===== src/rtl/traffic_phase_ctrl.sv =====
// Two-axis intersection phase scheduler: EW/NS green, yellow and all-red sequencing
// with demand-driven green, emergency all-red and an internal 1 s timebase.
module traffic_phase_ctrl #(
  parameter int unsigned TIME_1S  = 50000000,
  parameter int unsigned T_ALLRED = 1,
  parameter int unsigned G_MIN    = 3,
  parameter int unsigned G_MAX    = 6,
  parameter int unsigned T_YEL    = 2
) (
  input  logic       clk,
  input  logic       rst,
  input  logic       req_ew,
  input  logic       req_ns,
  input  logic       emg,
  output logic [2:0] led_east,
  output logic [2:0] led_south,
  output logic [2:0] led_west,
  output logic [2:0] led_north,
  output logic [2:0] phase,
  output logic [3:0] sec_left,
  output logic       tick
);

  localparam logic [2:0]  PH_AR_A   = 3'd0;
  localparam logic [2:0]  PH_EW_G   = 3'd1;
  localparam logic [2:0]  PH_EW_Y   = 3'd2;
  localparam logic [2:0]  PH_AR_B   = 3'd3;
  localparam logic [2:0]  PH_NS_G   = 3'd4;
  localparam logic [2:0]  PH_NS_Y   = 3'd5;
  localparam logic [2:0]  LAMP_RED  = 3'b110;
  localparam logic [2:0]  LAMP_GRN  = 3'b101;
  localparam logic [2:0]  LAMP_YEL  = 3'b011;
  localparam logic [25:0] TICK_LAST = 26'(TIME_1S - 1);
  localparam logic [3:0]  ALLRED_S  = 4'(T_ALLRED);
  localparam logic [3:0]  GMIN_S    = 4'(G_MIN);
  localparam logic [3:0]  YEL_S     = 4'(T_YEL);
  localparam logic [4:0]  GMIN_W    = 5'(G_MIN);
  localparam logic [4:0]  GMAX_W    = 5'(G_MAX);

  logic [2:0]  phase_r, phase_nxt_s;
  logic [3:0]  sec_r, sec_nxt_s;
  logic [25:0] presc_r, presc_nxt_s;
  logic [3:0]  gcnt_r, gcnt_nxt_s;
  logic [4:0]  gsum_s;
  logic        tick_r, tick_s;
  logic        pend_ew_r, pend_ew_nxt_s;
  logic        pend_ns_r, pend_ns_nxt_s;
  logic        other_pend_s;
  logic [2:0]  led_ew_r, led_ew_nxt_s;
  logic [2:0]  led_ns_r, led_ns_nxt_s;

  // State register: phase, timers, pending requests and registered lamps
  always_ff @(posedge clk) begin
    if (rst) begin
      phase_r   <= PH_AR_A;
      sec_r     <= ALLRED_S;
      presc_r   <= 26'd0;
      tick_r    <= 1'b0;
      gcnt_r    <= 4'd0;
      pend_ew_r <= 1'b0;
      pend_ns_r <= 1'b0;
      led_ew_r  <= LAMP_RED;
      led_ns_r  <= LAMP_RED;
    end else begin
      phase_r   <= phase_nxt_s;
      sec_r     <= sec_nxt_s;
      presc_r   <= presc_nxt_s;
      tick_r    <= (presc_nxt_s == TICK_LAST);
      gcnt_r    <= gcnt_nxt_s;
      pend_ew_r <= pend_ew_nxt_s;
      pend_ns_r <= pend_ns_nxt_s;
      led_ew_r  <= led_ew_nxt_s;
      led_ns_r  <= led_ns_nxt_s;
    end
  end

  // Next-state logic: phase sequencing, timers and request latching
  always_comb begin
    tick_s       = (presc_r == TICK_LAST);
    gsum_s       = {1'b0, gcnt_r} + 5'd1;
    other_pend_s = (phase_r == PH_EW_G) ? pend_ns_r : pend_ew_r;
    phase_nxt_s  = phase_r;
    sec_nxt_s    = sec_r;
    gcnt_nxt_s   = gcnt_r;
    presc_nxt_s  = tick_s ? 26'd0 : presc_r + 26'd1;
    case (phase_r)
      PH_AR_A, PH_AR_B: begin
        // Emergency parks the clearance phase with its full duration still ahead
        if (emg) begin
          presc_nxt_s = 26'd0;
          sec_nxt_s   = ALLRED_S;
        end else if (tick_s) begin
          if (sec_r <= 4'd1) begin
            phase_nxt_s = (phase_r == PH_AR_A) ? PH_EW_G : PH_NS_G;
            sec_nxt_s   = GMIN_S;
            gcnt_nxt_s  = 4'd0;
          end else begin
            sec_nxt_s = sec_r - 4'd1;
          end
        end else begin
          sec_nxt_s = sec_r;
        end
      end
      PH_EW_G, PH_NS_G: begin
        if (emg) begin
          phase_nxt_s = (phase_r == PH_EW_G) ? PH_EW_Y : PH_NS_Y;
          sec_nxt_s   = YEL_S;
          presc_nxt_s = 26'd0;
        end else if (tick_s) begin
          gcnt_nxt_s = gsum_s[3:0];
          if (gsum_s >= GMIN_W) begin
            if (other_pend_s || (gsum_s >= GMAX_W)) begin
              phase_nxt_s = (phase_r == PH_EW_G) ? PH_EW_Y : PH_NS_Y;
              sec_nxt_s   = YEL_S;
            end else begin
              sec_nxt_s = 4'd1;
            end
          end else begin
            sec_nxt_s = sec_r - 4'd1;
          end
        end else begin
          sec_nxt_s = sec_r;
        end
      end
      PH_EW_Y, PH_NS_Y: begin
        if (tick_s) begin
          if (sec_r <= 4'd1) begin
            phase_nxt_s = (phase_r == PH_EW_Y) ? PH_AR_B : PH_AR_A;
            sec_nxt_s   = ALLRED_S;
          end else begin
            sec_nxt_s = sec_r - 4'd1;
          end
        end else begin
          sec_nxt_s = sec_r;
        end
      end
      default: begin
        phase_nxt_s = PH_AR_A;
        sec_nxt_s   = ALLRED_S;
        presc_nxt_s = 26'd0;
        gcnt_nxt_s  = 4'd0;
      end
    endcase

    // Entry into a green wins over a same-cycle request for that green
    if ((phase_r != PH_EW_G) && (phase_nxt_s == PH_EW_G)) begin
      pend_ew_nxt_s = 1'b0;
    end else if (req_ew && (phase_r != PH_EW_G)) begin
      pend_ew_nxt_s = 1'b1;
    end else begin
      pend_ew_nxt_s = pend_ew_r;
    end
    if ((phase_r != PH_NS_G) && (phase_nxt_s == PH_NS_G)) begin
      pend_ns_nxt_s = 1'b0;
    end else if (req_ns && (phase_r != PH_NS_G)) begin
      pend_ns_nxt_s = 1'b1;
    end else begin
      pend_ns_nxt_s = pend_ns_r;
    end
  end

  // Output decode: lamp patterns of the phase being entered
  always_comb begin
    led_ew_nxt_s = LAMP_RED;
    led_ns_nxt_s = LAMP_RED;
    case (phase_nxt_s)
      PH_EW_G: led_ew_nxt_s = LAMP_GRN;
      PH_EW_Y: led_ew_nxt_s = LAMP_YEL;
      PH_NS_G: led_ns_nxt_s = LAMP_GRN;
      PH_NS_Y: led_ns_nxt_s = LAMP_YEL;
      default: begin
        led_ew_nxt_s = LAMP_RED;
        led_ns_nxt_s = LAMP_RED;
      end
    endcase
  end

  assign led_east  = led_ew_r;
  assign led_west  = led_ew_r;
  assign led_south = led_ns_r;
  assign led_north = led_ns_r;
  assign phase     = phase_r;
  assign sec_left  = sec_r;
  assign tick      = tick_r;

endmodule


===== config.mk =====
export PLATFORM = sky130hd
export DESIGN_NAME = traffic_phase_ctrl
export DESIGN_NICKNAME = d
export VERILOG_FILES = /design/src/rtl/traffic_phase_ctrl.sv
export SDC_FILE = /design/constraint.sdc
export NUM_CORES = 1
export LEC_CHECK = 0
export BUFFER_PORTS_ARGS = -buffer_cell sky130_fd_sc_hd__buf_2
export CORE_MARGIN = 10
export CORE_UTILIZATION = 35
export CTS_BUF_LIST = sky130_fd_sc_hd__clkbuf_8 sky130_fd_sc_hd__clkbuf_16
export DETAILED_ROUTE_END_ITERATION = 7
export GPL_TIMING_DRIVEN = 0
export SLEW_MARGIN = 40
export SYNTH_ARGS = -nofsm -noshare
export SYNTH_HDL_FRONTEND = slang
export SYNTH_SLANG_ARGS = --single-unit

===== constraint.sdc =====
create_clock -name clk -period 4.2 [get_ports clk]
set_input_delay 0.63 -clock clk [delete_from_list [all_inputs] [get_ports clk]]
set_output_delay 0.63 -clock clk [all_outputs]
set_load 0.02 [all_outputs]

### After elaboration in Yosys (flattened, before gate mapping)

Index checks and enable logic that the tools add are counted.

* add/subtract/negate cells: 3
* $lt $le $gt $ge: 3
* equal/unequal tests: 21
* muxes and demuxes: 35
* bitwise operators: 1
* reduce and logical (&&, ||, !) cells: 14

Operators by type and width (count)
* equality test 26 bit, second input constant: 2
* 2-to-1 mux 26 bit: 2
* 2-to-1 mux 4 bit: 13
* case mux 26 bit (2 select lines): 1
* 2-to-1 mux 3 bit: 11
* adder 26 x 1 -> 26 bit, second input constant: 1
* case mux 4 bit (3 select lines): 2
* equality test 3 bit, second input constant: 4
* inequality test 2 bit, second input constant: 6
* case mux 3 bit (2 select lines): 2
* OR reduction 2 bit: 5
* equality test 3 x 2 -> 1 bit, second input constant: 3
* inequality test 3 bit, second input constant: 3
* case mux 3 bit (3 select lines): 1
* equality test 3 x 1 -> 1 bit, second input constant: 2
* AND reduction 6 bit: 1
* adder 4 x 1 -> 5 bit, second input constant: 1
* greater-or-equal comparator 5 x 2 -> 1 bit, second input constant: 1
* greater-or-equal comparator 5 x 3 -> 1 bit, second input constant: 1
* <= comparator 4 x 1 -> 1 bit, second input constant: 1
* logical AND 1 bit: 4
* 2-to-1 mux 2 bit: 2
* OR reduction 4 bit: 1
* subtractor 4 x 1 -> 4 bit, second input constant: 1
* other kinds (6): 6

* register bits after elaboration: 46
* input port bits: 5
* output and inout bits: 20
* logic and storage cells: 86

### Logic depth before layout (Yosys ltp)

Gate-level depths: netlist (run 1).

* depth in word-level cells: 11
* depth in mapped cells: 8
* depth with buffers taken out: 8

### Worst setup path after synthesis (run 1)

Ideal clock, no wire load.

* kind: reg2reg
* from: reg sec_r[0], in the netlist sec_left[0]
* to: reg led_ew_r[1], in the netlist led_east[1]
* library setup time: 0.131 ns
* arrival time: 2.331 ns
* required time: 4.069 ns
* setup slack: 1.738 ns
* stages on the path, launching flop included: 8
* buffers on the path: 0
* clock period less this slack: 2.462 ns
* cell sequence: dfxtp_1 ha_1 nor2_1 or4_1 nor3_1 mux2i_1 or4b_1 nand2b_1

* longest elaborated chain between the ends: 7
* elaborated cells between the ends (all ways): 10
* classes of those cells: order compare (1); eq/ne (2); mux (7)

RTL lines
* start, declared: line 41 `logic [3:0] sec_r, sec_nxt_s;`
* start signal, assigned: line 66 `sec_r <= sec_nxt_s;`
* <= comparator 4 x 1 -> 1 bit (*): line 93, 127
* 2-to-1 mux 3 bit: line 93 `if (sec_r <= 4'd1) begin`
* 2-to-1 mux 3 bit: line 92 `end else if (tick_s) begin`
* 2-to-1 mux 3 bit: line 89 `if (emg) begin`
* case mux 3 bit (3 select lines) (*): line 86 `case (phase_r)`
* equality test 3 x 2 -> 1 bit or equality test 3 x 1 -> 1 bit (tied branches): line 166 `case (phase_nxt_s)`
* case mux 3 bit (2 select lines) (*): line 166
* end signal, assigned: line 72 `led_ew_r <= led_ew_nxt_s;`
* end, declared: line 49 `logic [2:0] led_ew_r, led_ew_nxt_s;`

Mark *: on every way between the ends. The rest lies on a longest branch, timed or not.
A chain may end at the register's enable or synchronous reset.

### Worst setup path after layout (run 1)

* from: reg presc_r[0]
* to: reg tick_r, in the netlist tick

* longest elaborated chain between the ends: 5
* elaborated cells between the ends (all ways): 6
* classes of those cells: add/sub (1); eq/ne (2); mux (3)

RTL lines
* start, declared: line 42 `logic [25:0] presc_r, presc_nxt_s;`
* start signal, assigned: line 67 `presc_r <= presc_nxt_s;`
* adder 26 x 1 -> 26 bit or equality test 26 bit (tied branches): line 85, 79
* 2-to-1 mux 26 bit (*): line 85 `presc_nxt_s = tick_s ? 26'd0 : presc_r + 26'd1;`
* 2-to-1 mux 26 bit: line 89, 105
* case mux 26 bit (2 select lines) (*): line 86
* equality test 26 bit (*): line 68 `tick_r <= (presc_nxt_s == TICK_LAST);`
* end signal, assigned: line 68
* end, declared: line 45 `logic tick_r, tick_s;`

Marks and branches as above.

==> results of run 1 <==
==> cell type report <==
class / count / area, µm²
Clock inverter: 3 / 43.8
Inverter: 11 / 41.3
Multi-Input combinational cell: 264 / 1690
Fill cell: 771 / 4570
Sequential cell: 46 / 921
Buffer: 23 / 136
Timing Repair Buffer: 24 / 120
Clock buffer: 5 / 68.8
Tap cell: 102 / 128
==> sequential cells by signal, summed over array words and instances (netlist names) <==
name	cells
pend_ew_r	1
phase	3
tick	1
led_east	3
presc_r	26
led_north	3
sec_left	4
gcnt_r	4
pend_ns_r	1
==> Yosys cell counts (4+ instances only) <==
cell,number
a211oi_1,4
a21oi_1,10
a31oi_1,4
and3_1,5
and4_1,4
buf_4,8
clkbuf_1,10
dfxtp_1,46
ha_1,6
inv_1,11
mux2i_1,4
nand2_1,25
nand2b_1,7
nand3_1,23
nand4_1,4
nor2_1,47
nor3_1,16
nor4_1,5
o21ai_0,11
or3_1,4
xnor2_1,12
xor2_1,16
==> critical path: cells and delay by family, from the launching register on <==
family / cells / cell delay [ps]
xor gates and xnor gates: 1 / 200
adders and majority gates: 1 / 180
buffers and inverters: 1 / 180
DFF: 1 / 440
and+or+nand+nor: 5 / 1740
==> per-stage QoR <==
step	utilization	power [µW]
floorplan	-	484
global placement	0.393	498
detailed placement	0.393	498
CTS	0.408	837
global route	0.408	862
finish	0.408	824
==> logic make-up (layout without fill, tap and decap cells) <==
| kind of cell | after synthesis | after routing | share of synthesized area |
|---|---|---|---|
| simple gates | 169 | 169 | 0.335 |
| compound gates | 55 | 55 | 0.134 |
| flops | 46 | 46 | 0.330 |
| buf+inv | 34 | 66 | 0.0638 |
| xor+xnor | 28 | 28 | 0.0880 |
| fa+ha+maj | 7 | 7 | 0.0305 |
| mux | 5 | 5 | 0.0184 |
==> final timing paths <==
check / depth (start not counted) / slack, ps / to
max: 8 / 1420 / tick
max reg2reg: 8 / 1420 / tick
min: 1 / 530 / presc_r[0]
min reg2reg: 1 / 530 / presc_r[0]
==> power by group <==
part           switching, µW  internal (µW)  leakage [µW]  total (µW)
logic                   28.2           15.3      0.000741        43.4
registers               4.03            440      0.000372         444
clock network            158            179     0.0000585         336
total                    190            634       0.00117         824
==> routing by layer <==
metal,part of all wire,routed length (µm),vias up
li1,-,-,1287
met1,0.45,2950,1159
met2,0.49,3200,58
met3,0.047,304,4
met4,0.0045,29,0
met5,0,0,-
==> summary.txt, run 1 <==
Critical path
  – Slowest CP cell: nor4_4
  – Worst-path fanout max: 9
  – CP startpoint: presc_r[0]
  – Critical path data required time: 4450 ps
  – Crit path largest cell delay: 520 ps
  – Critical-path cell list: ha_1 -> clkbuf_2 -> nand2_1 -> nor4_4 -> xnor2_1 -> or4_1 -> nor4_1 -> and4_1
  – Crit Path Category: flip-flop to flip-flop
  – Crit end category: flip-flop
  – Reg-to-Reg Start: presc_r[0]
  – Crit path DAT: 3030 ps
  – Worst setup SP type: flip-flop

Clock network
  – CTS Buf Count: 5
  – Clock tree buffer depth: 2
  – Worst skew pair latency: 300 ps
  – Post-CTS Hold Fix Bufs: 0
  – Resized cells post-CTS: 0
  – CTS tree: yes
  – Clk sinks: 46
  – CTS H-tree depth: 2
  – Buffer count from post-CTS setup fixing: 0
  – Root buffer cell: clkbuf_8
  – Clock Pin Slew Worst Setup and Hold Paths: 90 ps

STA
  – Setup_tns: 0 ps
  – Final setup viols: 0
  – Worst Tran Pin Value: 669 ps
  – Fmax: 0.360 GHz
  – Setup WS post-layout: 1420 ps
  – Unrepaired setup endpoints after global routing: no
  – Fin crit period: 2780 ps
  – Skew final: 10.3 ps
  – Slew headroom: 0.550
  – Final Hold Violating Endpoints: 0
  – Max-slew violations: 0
  – Min Hold Slack: 526 ps
  – Final period utilization: 0.662

Synth
  – EDFF count, synth: 0
  – Synth Instances: 344
  – Synth Register Bits: 46
  – Syn Nets: 355
  – Yosys top cell by area: dfxtp_1
  – Top_reg_cell synth: dfxtp_1
  – Mean area per synthesized cell: 8.10 µm²
  – Async SR Flop Fraction: 0
  – Synth top area share: 0.330
  – Cell area after synthesis: 2790 µm²
  – Sequential share of the synthesized area: 0.330
  – Synth area leaders: dfxtp_1 33%, nor2_1 6.3%, xor2_1 5.0%
  – Synth cell types: 60
  – Ys Warns: 0

Global route
  – Total track usage: 0.111
  – Vias in the first global route: 2346
  – Grt met2 use: 0.190
  – Largest net degree at the start of global routing: 16
  – Met1 Use GR: 0.137
  – GRT busiest layer: met2
  – Initial antenna violation count: 0
  – Global Route met3 Usage: 0.0271
  – First-pass GRT wire length: 11100 µm
  – Remaining Overflow, GRT: 0

Finish
  – Layout cells sized above 1: 0.149
  – Final cell count without fillers: 478
  – Most frequent cells in the layout: 47 x nor2_1, 46 x dfxtp_1, 25 x nand2_1, 24 x buf_2, 23 x nand3_1
  – Design Area, Final: 3150 µm²
  – Diode count: 0
  – Layout Area Growth over Synthesis: 13.2%
  – Nets: 386
  – Most common cell after layout, fill and taps aside: nor2_1

Placement
  – Placed Cells: 470
  – Final weighted congestion in routability-driven placement: 0.825
  – Dpl hpwl: 4960 µm
  – IO Port Bufs: 24
  – Setup WS pre-CTS: 1370 ps
  – DP Area: 3040 µm²

Hold path
  – Class of the worst hold path: flip-flop to flip-flop
  – Hold_sp: presc_r[0]

Drt
  – Drt pass-1 iters: 4
  – Total routed wirelength: 6480 µm
  – WL/cell: 13.6 µm
  – DR iter-0 viols: 162
  – Post-route DRC violation count: 0
  – Routed Antenna Nets: 0
  – Avg Vias per Cell: 5.25
  – Via Count: 2508

Pwr
  – Leakage: 0.00117 µW
  – Maximum vdd drop: 0.145 mV
  – Pwr Density: 261 nW/µm²

Die
  – Initial Util: 0.361
  – Chip height: 109 µm
  – Die width: 109 µm
  – # rows: 32
  – DIE AREA: 11900 µm²
  – Core Box Area: 7730 µm²
  – Boundary Pins: 25

Run status
  – Outcome: complete, no violations

Run
  – Max Cap Viol: 0
Note: power is estimated with default switching activity, not from simulation.
==> inputs of run 2 (changes only) <==
- clock period: 4.2 -> 2.6 ns (I/O delays scaled with it)
==> summary.txt, run 2 (synthesized netlist as in run 1, its figures left out) <==
Drt
  – WL/cell: 14.0 µm
  – Post-route DRC violation count: 0
  – Total routed wirelength: 6710 µm
  – Drt pass-1 iters: 5
  – DR iter-0 viols: 120
  – Routed Antenna Nets: 0
  – Avg Vias per Cell: 5.27
  – Via Count: 2531

Critical path
  – Worst setup SP type: flip-flop
  – CP delay by family, top: simple AND/OR/NAND/NOR gates
  – Register-to-Register Path Depth: 8
  – FF-to-FF setup slack: 150 ps
  – Critical path data required time: 2800 ps
  – Slowest CP cell: or4_1
  – Crit path buf inv count: 2
  – Crit path DAT: 2650 ps
  – Worst-path fanout max: 10
  – Critical-path cell list: buf_4 -> and4_2 -> nand3_1 -> or3_1 -> buf_6 -> or4_1 -> nand2_2 -> mux2_1
  – Crit path largest cell delay: 480 ps
  – Crit Path Category: flip-flop to flip-flop
  – Critical Path Stages: 8
  – Crit end category: flip-flop

Finish
  – Most frequent cells in the layout: 47 x nor2_1, 41 x dfxtp_1, 24 x nand2_1, 24 x buf_2, 23 x nand3_1
  – Nets: 388
  – Number of flip-flops in the largest register: 26
  – Diode count: 0
  – Layout cells sized above 1: 0.201
  – Layout Area Growth over Synthesis: 16.7%
  – Largest Register: presc_r
  – Final cell count without fillers: 480
  – Most common cell after layout, fill and taps aside: nor2_1

Pwr
  – Leakage: 0.00120 µW
  – Clock network fraction of total power: 0.408
  – Maximum vdd drop: 0.235 mV
  – Internal power: 1020 µW
  – Gate power share: 0.054
  – Sw Share: 0.232
  – Sequential power share: 0.538
  – Pwr Density: 410 nW/µm²
  – Net switching power: 309 µW

Clock network
  – CTS tree: yes
  – Worst skew pair latency: 300 ps
  – Post-CTS Hold Fix Bufs: 0
  – Clk sinks: 46
  – CTS Buf Count: 5
  – Root buffer cell: clkbuf_8
  – Clock tree buffer depth: 2
  – CTS H-tree depth: 2
  – Clock Pin Slew Worst Setup and Hold Paths: 100 ps

Die
  – Initial Util: 0.361
  – Core Box Area: 7730 µm²
  – Boundary Pins: 25
  – # rows: 32
  – Die width: 109 µm
  – DIE AREA: 11900 µm²
  – Chip height: 109 µm

Global route
  – Remaining Overflow, GRT: 0
  – Total track usage: 0.112
  – First-pass GRT wire length: 11200 µm
  – Largest net degree at the start of global routing: 16
  – Vias in the first global route: 2375
  – Initial antenna violation count: 0

Hold path
  – Class of the worst hold path: input pin to flip-flop
  – Hold path depth: 3

STA
  – Final Hold Violating Endpoints: 0
  – Fin crit period: 2450 ps
  – Fmax: 0.408 GHz
  – Skew final: 13.7 ps
  – Max-slew violations: 0
  – Worst Tran Pin Value: 694 ps
  – Slew headroom: 0.534
  – Setup_tns: 0 ps
  – Final setup viols: 0
  – Final period utilization: 0.942

Placement
  – Placed Cells: 470
  – Dpl hpwl: 4960 µm
  – IO Port Bufs: 24
  – Final weighted congestion in routability-driven placement: 0.825

Run
  – Max Cap Viol: 0

Run status
  – Outcome: complete, no violations
## run 2: cell count changes in the layout (fill, tap and decap cells not counted), moves of 2 or more
cell      previous run  this run
buf_4                8        11
clkbuf_1            10         8
dfxtp_1             46        41
dfxtp_2              0         5
nor3_1              16        12
nor3_2               0         4
## run 2: area by class of cell
class / count / area, µm²
Clock inverter: 3 / 43.8
Tap cell: 102 / 128
Clock buffer: 5 / 68.8
Sequential cell: 46 / 927
Fill cell: 770 / 4470
Multi-Input combinational cell: 264 / 1770
Inverter: 11 / 41.3
Buffer: 22 / 134
Timing Repair Buffer: 27 / 143
## run 2: path summary, 6_finish.rpt
kind,to,startpoint
setup / recovery,gcnt_r[1],presc_r[3]
hold / removal,pend_ew_r,req_ew
setup reg to reg,gcnt_r[1],presc_r[3]
hold reg to reg,presc_r[0],presc_r[0]
## run 2: layer usage
| metal | share of wire | track usage | up-vias | wire length [µm] |
|---|---|---|---|---|
| li1 | - | - | 1289 | - |
| met1 | 0.46 | 0.137 | 1184 | 3050 |
| met2 | 0.50 | 0.195 | 54 | 3330 |
| met3 | 0.044 | 0.0271 | 4 | 296 |
| met4 | 0.0046 | 0.0242 | 0 | 31 |
| met5 | 0 | 0 | - | 0 |
## run 2: through the flow
step	area [µm²]	worst slack, ps	total power, µW	util	hold slack, ps
floorplan	2790	138	783	-	460
global placement	3030	-225	804	0.393	485
detailed placement	3040	-229	804	0.393	498
CTS	3170	3.54	1350	0.411	400
global route	3250	-53.0	1390	0.421	434
finish	3250	150	1330	0.421	413
## run 2: power groups by stage
stage	clock network, µW	logic, µW	registers (µW)
after floorplan	0	48.8	734
after global placement	0	70.2	734
after detailed placement	0	70.5	734
after CTS	563	70.9	717
after global routing	594	81.0	720
final	544	71.6	718
## run 2: timing repair
| item | 4_1_cts | 5_1_grt |
|---|---|---|
| buffers inserted | 2 | 1 |
| pin swaps | 1 | 2 |
| resized for setup | 1 | 20 |
| endpoints found under the setup margin | 4 | 12 |
## run 2: worst register-to-register path: cells and delay by family, from the launching register on
family / cells / cell delay (ps)
muxes: 1 / 320
DFF: 1 / 310
buffers and inverters: 2 / 310
and+or+nand+nor: 5 / 1420
